===== src/rtl/parking_gate_arbiter.sv =====
// -----------------------------------------------------------------------------
// parking_gate_arbiter
//
// Shares the single parking gate between the entry lane and the exit lane.
// Arbitrates the two lane requests round-robin, decides grant vs reject using
// the slot manager's capacity and spot map, issues one-cycle entry/exit
// command pulses to the slot manager, and times the door-open and lot-full
// indicator holds.
//
// Handshake: entry_req / exit_req are levels held by the lane until the
// matching one-cycle ack. A request that is still high in the cycle after its
// ack is treated as a new request. Requests seen while busy are neither
// dropped nor acked; they are evaluated on the first IDLE cycle.
//
// Ports:
//   clk            system clock, rising edge
//   reset          asynchronous, active-low reset
//   entry_req      entry lane request (level)
//   exit_req       exit lane request (level)
//   exit_slot      slot index of the exiting car, valid with exit_req
//   capacity_in    remaining capacity from the slot manager (0..4)
//   spots_in       occupancy map from the slot manager (1 = occupied)
//   entry_ack      one-cycle acknowledge to the entry lane
//   exit_ack       one-cycle acknowledge to the exit lane
//   entry_pulse    one-cycle "car enters" command
//   exit_pulse     one-cycle "car exits" command
//   exit_slot_out  latched slot index, valid with exit_pulse
//   door_open      gate open
//   full_flag      lot-full indicator
//   exit_reject    one-cycle pulse: exit requested for an empty slot
//   busy           high whenever the FSM is not in IDLE
//   state_dbg      current FSM state (IDLE=0, ISSUE=1, HOLD_OPEN=2, HOLD_FULL=3)
// -----------------------------------------------------------------------------
module parking_gate_arbiter #(
  parameter int unsigned OPEN_CYCLES = 40_000_000,
  parameter int unsigned FULL_CYCLES = 40_000_000,
  parameter int          CNT_W       = 27
) (
  input  logic       clk,
  input  logic       reset,
  input  logic       entry_req,
  input  logic       exit_req,
  input  logic [1:0] exit_slot,
  input  logic [2:0] capacity_in,
  input  logic [3:0] spots_in,
  output logic       entry_ack,
  output logic       exit_ack,
  output logic       entry_pulse,
  output logic       exit_pulse,
  output logic [1:0] exit_slot_out,
  output logic       door_open,
  output logic       full_flag,
  output logic       exit_reject,
  output logic       busy,
  output logic [1:0] state_dbg
);

  typedef enum logic [1:0] {
    IDLE      = 2'd0,
    ISSUE     = 2'd1,
    HOLD_OPEN = 2'd2,
    HOLD_FULL = 2'd3
  } state_t;

  // Hold counters count 0..N-1, so the terminal value is N-1.
  localparam logic [CNT_W-1:0] OPEN_LAST = CNT_W'(OPEN_CYCLES - 1);
  localparam logic [CNT_W-1:0] FULL_LAST = CNT_W'(FULL_CYCLES - 1);
  localparam logic [CNT_W-1:0] CNT_ONE   = CNT_W'(1);

  state_t           state, state_nxt;
  logic             rr_exit_last, rr_exit_last_nxt; // 1: exit lane granted last
  logic             issue_exit, issue_exit_nxt;     // direction of pending ISSUE
  logic [1:0]       slot_q, slot_nxt;
  logic [CNT_W-1:0] cnt, cnt_nxt;

  logic grant_exit, grant_entry;
  logic entry_ack_c, exit_ack_c, entry_pulse_c, exit_pulse_c, exit_reject_c;

  // On a tie the lane that was not granted last wins; reset leaves
  // rr_exit_last=0 so exit wins the first tie.
  assign grant_exit  = exit_req & (~entry_req | ~rr_exit_last);
  assign grant_entry = entry_req & ~grant_exit;

  always_ff @(posedge clk or negedge reset) begin
    if (!reset) begin
      state        <= IDLE;
      rr_exit_last <= 1'b0;
      issue_exit   <= 1'b0;
      slot_q       <= 2'd0;
      cnt          <= '0;
    end else begin
      state        <= state_nxt;
      rr_exit_last <= rr_exit_last_nxt;
      issue_exit   <= issue_exit_nxt;
      slot_q       <= slot_nxt;
      cnt          <= cnt_nxt;
    end
  end

  always_comb begin
    state_nxt        = state;
    rr_exit_last_nxt = rr_exit_last;
    issue_exit_nxt   = issue_exit;
    slot_nxt         = slot_q;
    cnt_nxt          = '0;
    entry_ack_c      = 1'b0;
    exit_ack_c       = 1'b0;
    entry_pulse_c    = 1'b0;
    exit_pulse_c     = 1'b0;
    exit_reject_c    = 1'b0;

    case (state)
      IDLE: begin
        // capacity_in / spots_in are only consulted here; the hold states
        // give the slot manager time to update after a pulse.
        if (grant_exit) begin
          rr_exit_last_nxt = 1'b1;
          if (!spots_in[exit_slot]) begin
            exit_ack_c    = 1'b1;
            exit_reject_c = 1'b1;
          end else begin
            slot_nxt       = exit_slot;
            issue_exit_nxt = 1'b1;
            state_nxt      = ISSUE;
          end
        end else if (grant_entry) begin
          rr_exit_last_nxt = 1'b0;
          if (capacity_in == 3'd0) begin
            entry_ack_c = 1'b1;
            state_nxt   = HOLD_FULL;
          end else begin
            issue_exit_nxt = 1'b0;
            state_nxt      = ISSUE;
          end
        end
      end
      ISSUE: begin
        if (issue_exit) begin
          exit_pulse_c = 1'b1;
          exit_ack_c   = 1'b1;
        end else begin
          entry_pulse_c = 1'b1;
          entry_ack_c   = 1'b1;
        end
        state_nxt = HOLD_OPEN;
      end
      HOLD_OPEN: begin
        if (cnt == OPEN_LAST) state_nxt = IDLE;
        else                  cnt_nxt   = cnt + CNT_ONE;
      end
      HOLD_FULL: begin
        if (cnt == FULL_LAST) state_nxt = IDLE;
        else                  cnt_nxt   = cnt + CNT_ONE;
      end
      default: state_nxt = IDLE;
    endcase
  end

  // The IDLE-cycle acks depend on live inputs, so they are masked by reset
  // to keep every output low while reset is held.
  assign entry_ack     = entry_ack_c & reset;
  assign exit_ack      = exit_ack_c & reset;
  assign entry_pulse   = entry_pulse_c & reset;
  assign exit_pulse    = exit_pulse_c & reset;
  assign exit_reject   = exit_reject_c & reset;
  assign exit_slot_out = slot_q;
  assign door_open     = (state == ISSUE) || (state == HOLD_OPEN);
  assign full_flag     = (state == HOLD_FULL);
  assign busy          = (state != IDLE);
  assign state_dbg     = state;

endmodule


===== config.mk =====
export PLATFORM = sky130hd
export DESIGN_NAME = parking_gate_arbiter
export DESIGN_NICKNAME = d
export VERILOG_FILES = /design/src/rtl/parking_gate_arbiter.sv
export SDC_FILE = /design/constraint.sdc
export NUM_CORES = 1
export LEC_CHECK = 0
export BUFFER_PORTS_ARGS = -buffer_cell sky130_fd_sc_hd__buf_2
export CORE_ASPECT_RATIO = 0.7
export CORE_MARGIN = 5
export CORE_UTILIZATION = 55
export DETAILED_ROUTE_END_ITERATION = 10
export PLACE_DENSITY = 0.85
export SYNTH_ARGS = -nofsm -noshare
export SYNTH_HDL_FRONTEND = slang
export SYNTH_SLANG_ARGS = --single-unit

===== constraint.sdc =====
create_clock -name clk -period 2.41 [get_ports clk]
set_input_delay 0.723 -clock clk [delete_from_list [all_inputs] [get_ports clk]]
set_output_delay 0.723 -clock clk [all_outputs]
set_load 0.01 [all_outputs]

==> impl_metrics.yaml, run 1 <==
clocking:
  root_buffer: "clkbuf_8"
  clk_latency_ns: 0.28
  cts_made_buffers: 5
  clk_pin_slew_ns: 0.07
  hold_buffers: 0
  htree_levels: 2
  cts_tree: "done"
  clock_path_buffers: 2
  clock-sinks: 33
route:
  first_iter_violations: 127
  wirelength_mm: 3.91
  avgViaCountPerCell: 5.62
  wl_per_cell_um: 14.6
  vias: 1506
  drtAntennaViolNets: 0
  dr.pass1.iters: 4
  drc_errors: 0
synth:
  synthFlopType: "dfrtp_1"
  synth_cell_types: 36
  async_flop_share_pct: 100
  synthCells: 191
  yosysWarnings: 0
  synth_edf_count: 0
  synth_area_mm2: 0.00182
  syn_avg_cell_area_um2: 9.52
  synth_fp_nets: 209
  yosysSeqAreaShare_pct: 45.4
  synth_seq_cells: 33
floorplan:
  die_w_um: 78.7
  die_y_um: 58.1
  io_pins: 25
  core_area_mm2: 0.00317
  rows: 17
  dieArea_mm2: 0.00458
  initial_core_util_pct: 57.4
global_route:
  grt_overflow: 0
  grt_first_pass_wirelength_mm: 6.28
  grt_antenna_before_repair: 0
  grt_use_total_pct: 18.0
  grt_pass1_vias: 1348
  grt_max_degree: 23
sta:
  finalMaxSlewViolations: 0
  finalClockSkew_ns: 0.00656
  worst_slew_margin_rel_pct: 63.0
  max_freq_ghz: 0.424
  worst_pin_slew_ns: 0.551
  min_period_ns: 2.36
  rsz0062_at_grt: "false"
  finalSetupViolCount: 0
  finalHoldViolations: 0
  timing.final.crit_share_pct: 97.8
layout:
  drive_gt1_share_pct: 24.8
  final_nets: 247
  fillers: 246
  antenna_cells: 0
  utilization_pct: 69.1
  final_cell_area_mm2: 0.00219
  syn2layout_area_growth_pct: 20.4
placed_design:
  place_area_mm2: 0.00202
  dp_hpwl_mm: 2.83
  gp_congestion: 0.814
  port_buffers: 24
setup_path:
  path_class: "input port to primary output"
  rr_endpoint: "state_dbg[1]"
  reg2reg_setup_slack_ns: 0.47
  rr_startpoint: "cnt[19]"
  crit_path_max_fanout: 2
  setup.worst_path.end_class: "primary output"
  start_kind: "input port"
  arrival_ns: 1.63
  required_ns: 1.69
  reg2regPathDepth: 5
power_and_ir_drop:
  p_int_w: 0.00122
  p_sw_w: 0.000616
  power_frac_comb_pct: 34.4
  cellLeakagePower_nw: 0.955
  power.total_w: 0.00183
  swShare_pct: 33.6
  p_seq_share_pct: 36.9
  clkPwrFrac_pct: 28.7
  ir_worst_vdd_mv: 0.565
  power_density_mw_per_mm2: 837
status:
  status: "finished clean"
run:
  maxCapViolations: 0
min_path:
  holdCritPathClass: "input port to async pin"
==> synthesized netlist by cell type (2+ instances only) <==
cell type | count | area share [%]
a21oi_1 | 9 | 2.5
a31oi_1 | 2 | 0.69
and3_1 | 5 | 1.7
clkbuf_1 | 3 | 0.62
dfrtp_1 | 33 | 45
ha_1 | 5 | 3.4
inv_1 | 6 | 1.2
mux2_2 | 2 | 1.2
mux2i_1 | 2 | 1.1
nand2_1 | 13 | 2.7
nand3_1 | 19 | 5.2
nand4_1 | 7 | 2.4
nor2_1 | 35 | 7.2
nor3_1 | 6 | 1.7
nor4_1 | 2 | 0.69
or2_2 | 2 | 0.69
xnor2_1 | 7 | 3.4
xor2_1 | 15 | 7.2
==> repair_timing <==
action | CTS | global route
setup endpoints to repair | 1 | 2
buffers inserted | 0 | 3
pin swaps | 0 | 2
gates cloned | 0 | 0
gates resized for setup | 1 | 6
==> power groups by stage <==
stage / registers [W] / clock network, W / logic (W)
final: 0.000676 / 0.000527 / 0.000630
after detailed placement: 0.000686 / 0 / 0.000586
after CTS: 0.000676 / 0.000542 / 0.000591
after global routing: 0.000685 / 0.000572 / 0.000697
after floorplan: 0.000692 / 0 / 0.000393
after global placement: 0.000680 / 0 / 0.000578
==> layout by cell type, fill, tap and decap left out, drive strengths merged, types with 2 or more instances in the layout <==
| master | instances |
|---|---|
| buf | 36 |
| nor2 | 35 |
| dfrtp | 33 |
| nand3 | 19 |
| xor2 | 15 |
| nand2 | 13 |
| a21oi | 10 |
| nand4 | 7 |
| xnor2 | 7 |
| clkbuf | 7 |
| inv | 6 |
| nor3 | 6 |
| and3 | 5 |
| ha | 5 |
| nor4 | 4 |
| a31oi | 3 |
| mux2 | 2 |
| mux2i | 2 |
| or2 | 2 |
==> registers in the layout, indices dropped and copies added (netlist names) <==
register       count
cnt               27
exit_slot_out      2
state_dbg          2
issue_exit         1
rr_exit_last       1
==> how the worst max path moves through the flow <==
| stage | startpoint | endpoint | cells after the start |
|---|---|---|---|
| after floorplan | exit_req | exit_ack | 4 |
| after CTS | exit_slot[0] | exit_ack | 5 |
| after global placement | exit_slot[0] | exit_ack | 5 |
| after detailed placement | exit_slot[0] | exit_ack | 5 |
| after global routing | exit_slot[0] | exit_ack | 5 |
| final | exit_slot[0] | exit_ack | 5 |
==> stage by stage <==
stage / setup slack (ns) / setup TNS [ns] / cells / hold WS [ns]
floorplan: 0.0528 / 0 / 191 / 0.427
global placement: 0.0183 / 0 / 257 / 0.475
detailed placement: -0.00153 / -0.00153 / 257 / 0.479
CTS: 0.00205 / 0 / 265 / 0.255
global route: 0.0227 / 0 / 268 / 0.251
finish: 0.0528 / 0 / 268 / 0.263
==> worst max-delay path, cell delays in order <==
cell and delay [ns]:
buf_6 0.07, mux4_2 0.52, nor2_2 0.11, or2_4 0.12, buf_6 0.09
==> logic make-up after synthesis <==
kind of cell	Yosys count	share of synthesized area, %
fa+ha+maj	5	3.44
compound gates	17	6.67
simple gates	98	27.4
flops	33	45.4
mux	5	3.58
buf+inv	11	2.89
xor+xnor	22	10.6
==> cell type report <==
type	count	area, µm²	share of cell area (%)
multi-input combinational	147	956	43.6
sequential	33	826	37.7
timing repair buffer	36	223	10.2
clock buffer	7	86.3	3.94
tap	38	47.5	2.17
clock inverter	1	30.0	1.37
inverter	6	22.5	1.03
==> layer usage <==
metal / vias to the layer above / GRT usage [%] / wire length [µm]
li1: 738 / - / -
met1: 723 / 24.8 / 1810
met2: 40 / 26.1 / 1820
met3: 5 / 5.28 / 226
met4: 0 / 8.48 / 59
met5: - / 0 / 0
Note: power is estimated with default switching activity, not from simulation.
==> run 2, diff against run 1 <==
CORE_UTILIZATION = 51   (was 55)
PLACE_DENSITY = 0.83   (was 0.85)
clock period = 2 ns   (was 2.41 ns; I/O delays follow)
==> impl_metrics.yaml, run 2 (synthesis gave the netlist of run 1 again) <==
layout:
  fillers: 280
  multiInputGateArea_um2: 991
  drive_gt1_share_pct: 29.7
  final_nets: 253
  largest_register: "cnt"
  regArea_um2: 826
  final_cell_area_mm2: 0.00229
  antenna_cells: 0
  syn2layout_area_growth_pct: 25.7
  final_cell_mix: "33 x nor2_1, 33 x dfrtp_1, 22 x buf_2"
  largest_reg_flops: 27
status:
  status: "finished, violations left"
  violations: "setup timing"
global_route:
  grt_first_pass_wirelength_mm: 6.98
  grt_max_degree: 34
  grt_antenna_before_repair: 0
  grt_pass1_vias: 1469
  grt_use_total_pct: 19.6
  grt_overflow: 0
placed_design:
  place_ws_ns: -0.162
  dp_hpwl_mm: 2.89
  gp_congestion: 0.837
  place_area_mm2: 0.00209
  port_buffers: 24
sta:
  finalClockSkew_ns: 0.00693
  tns_ns: -0.167
  rsz0062_at_grt: "true"
  timing.final.crit_share_pct: 105
  worst_slew_margin_rel_pct: 67.0
  finalMaxSlewViolations: 0
  worst_pin_slew_ns: 0.491
  setup_ws_ns: -0.106
  finalHoldViolations: 0
  min_period_ns: 2.11
  max_freq_ghz: 0.475
  finalSetupViolCount: 3
  hold_ws_ns: 0.415
floorplan:
  rows: 18
  die_y_um: 60.0
  initial_core_util_pct: 52.1
  dieArea_mm2: 0.00488
  io_pins: 25
  die_w_um: 81.4
  core_area_mm2: 0.00349
route:
  drc_errors: 0
  vias: 1523
  wirelength_mm: 4.19
  wl_per_cell_um: 14.7
  avgViaCountPerCell: 5.33
  first_iter_violations: 103
  dr.pass1.iters: 4
  drtAntennaViolNets: 0
setup_path:
  arrival_ns: 1.51
  required_ns: 1.40
  cpPeakStageDelay_ns: 0.53
  cp_cell_sequence: "buf_6 -> mux4_2 -> nor2_4 -> or2_4 -> buf_6"
  path_class: "input port to primary output"
  crit_slowest_cell: "mux4_2"
  cp_common_cell: "buf_6"
  crit_path_max_fanout: 2
  setup.worst_path.end_class: "primary output"
  start_kind: "input port"
clocking:
  hold_buffers: 0
  htree_levels: 2
  clock_path_buffers: 2
  cts_tree: "done"
  clock-sinks: 33
  clk_pin_slew_ns: 0.07
  root_buffer: "clkbuf_8"
  clk_latency_ns: 0.29
  cts_made_buffers: 5
power_and_ir_drop:
  power.total_w: 0.00231
  cellLeakagePower_nw: 0.992
  ir_worst_vdd_mv: 0.562
  power_density_mw_per_mm2: 1010
min_path:
  holdCritPathClass: "input port to async pin"
run:
  maxCapViolations: 0
==> run 2: routing by layer <==
metal | track usage [%] | up-vias | routed length, µm
li1 | - | 751 | -
met1 | 27.7 | 730 | 2030
met2 | 27.4 | 35 | 1860
met3 | 5.12 | 7 | 216
met4 | 10.6 | 0 | 82
met5 | 0 | - | 0
==> run 2: cell type report <==
cell class | instances | area share (%)
multi-input cells | 147 | 43.3
flip-flops and latches | 33 | 36.1
repair buffers | 42 | 12.4
clock buffers | 7 | 4.21
well taps | 50 | 2.74
inverters | 6 | 0.985
clock inverters | 1 | 0.219
==> run 2: path summary, 6_finish.rpt <==
path,end,slack (ns),cells past startpoint,start
worst min-delay path,cnt[5],0.42,2,reset
worst max-delay path,exit_ack,-0.11,5,exit_slot[0]
worst min register to register,cnt[0],0.49,1,cnt[0]
min in group clk,cnt[0],0.49,1,cnt[0]
max in group asynchronous,cnt[19],1.28,2,reset
worst max register to register,cnt[15],0.13,5,cnt[24]
==> run 2: worst max-delay path, delay by kind of cell <==
| kind | cells | cell delay, ns |
|---|---|---|
| mux | 1 | 0.53 |
| buf+inv | 2 | 0.17 |
| simple gates | 2 | 0.21 |
==> run 2: power breakdown <==
| part | total (W) | switching (W) | internal (W) |
|---|---|---|---|
| clock | 0.000565 | 0.000254 | 0.000311 |
| combinational | 0.000932 | 0.000491 | 0.000441 |
| sequential | 0.000809 | 0.0000648 | 0.000744 |
==> run 2: metrics by stage <==
stage,util (%),instances
finish,65.5,286
global route,65.5,286
CTS,63.8,283
detailed placement,59.9,273
global placement,59.9,273
floorplan,-,191
==> run 2: timing repair <==
| action | CTS | global route |
|---|---|---|
| resized for setup | 5 | 8 |
| setup buffers | 2 | 3 |
| setup endpoints to repair | 3 | 3 |
| pin swaps | 2 | 3 |
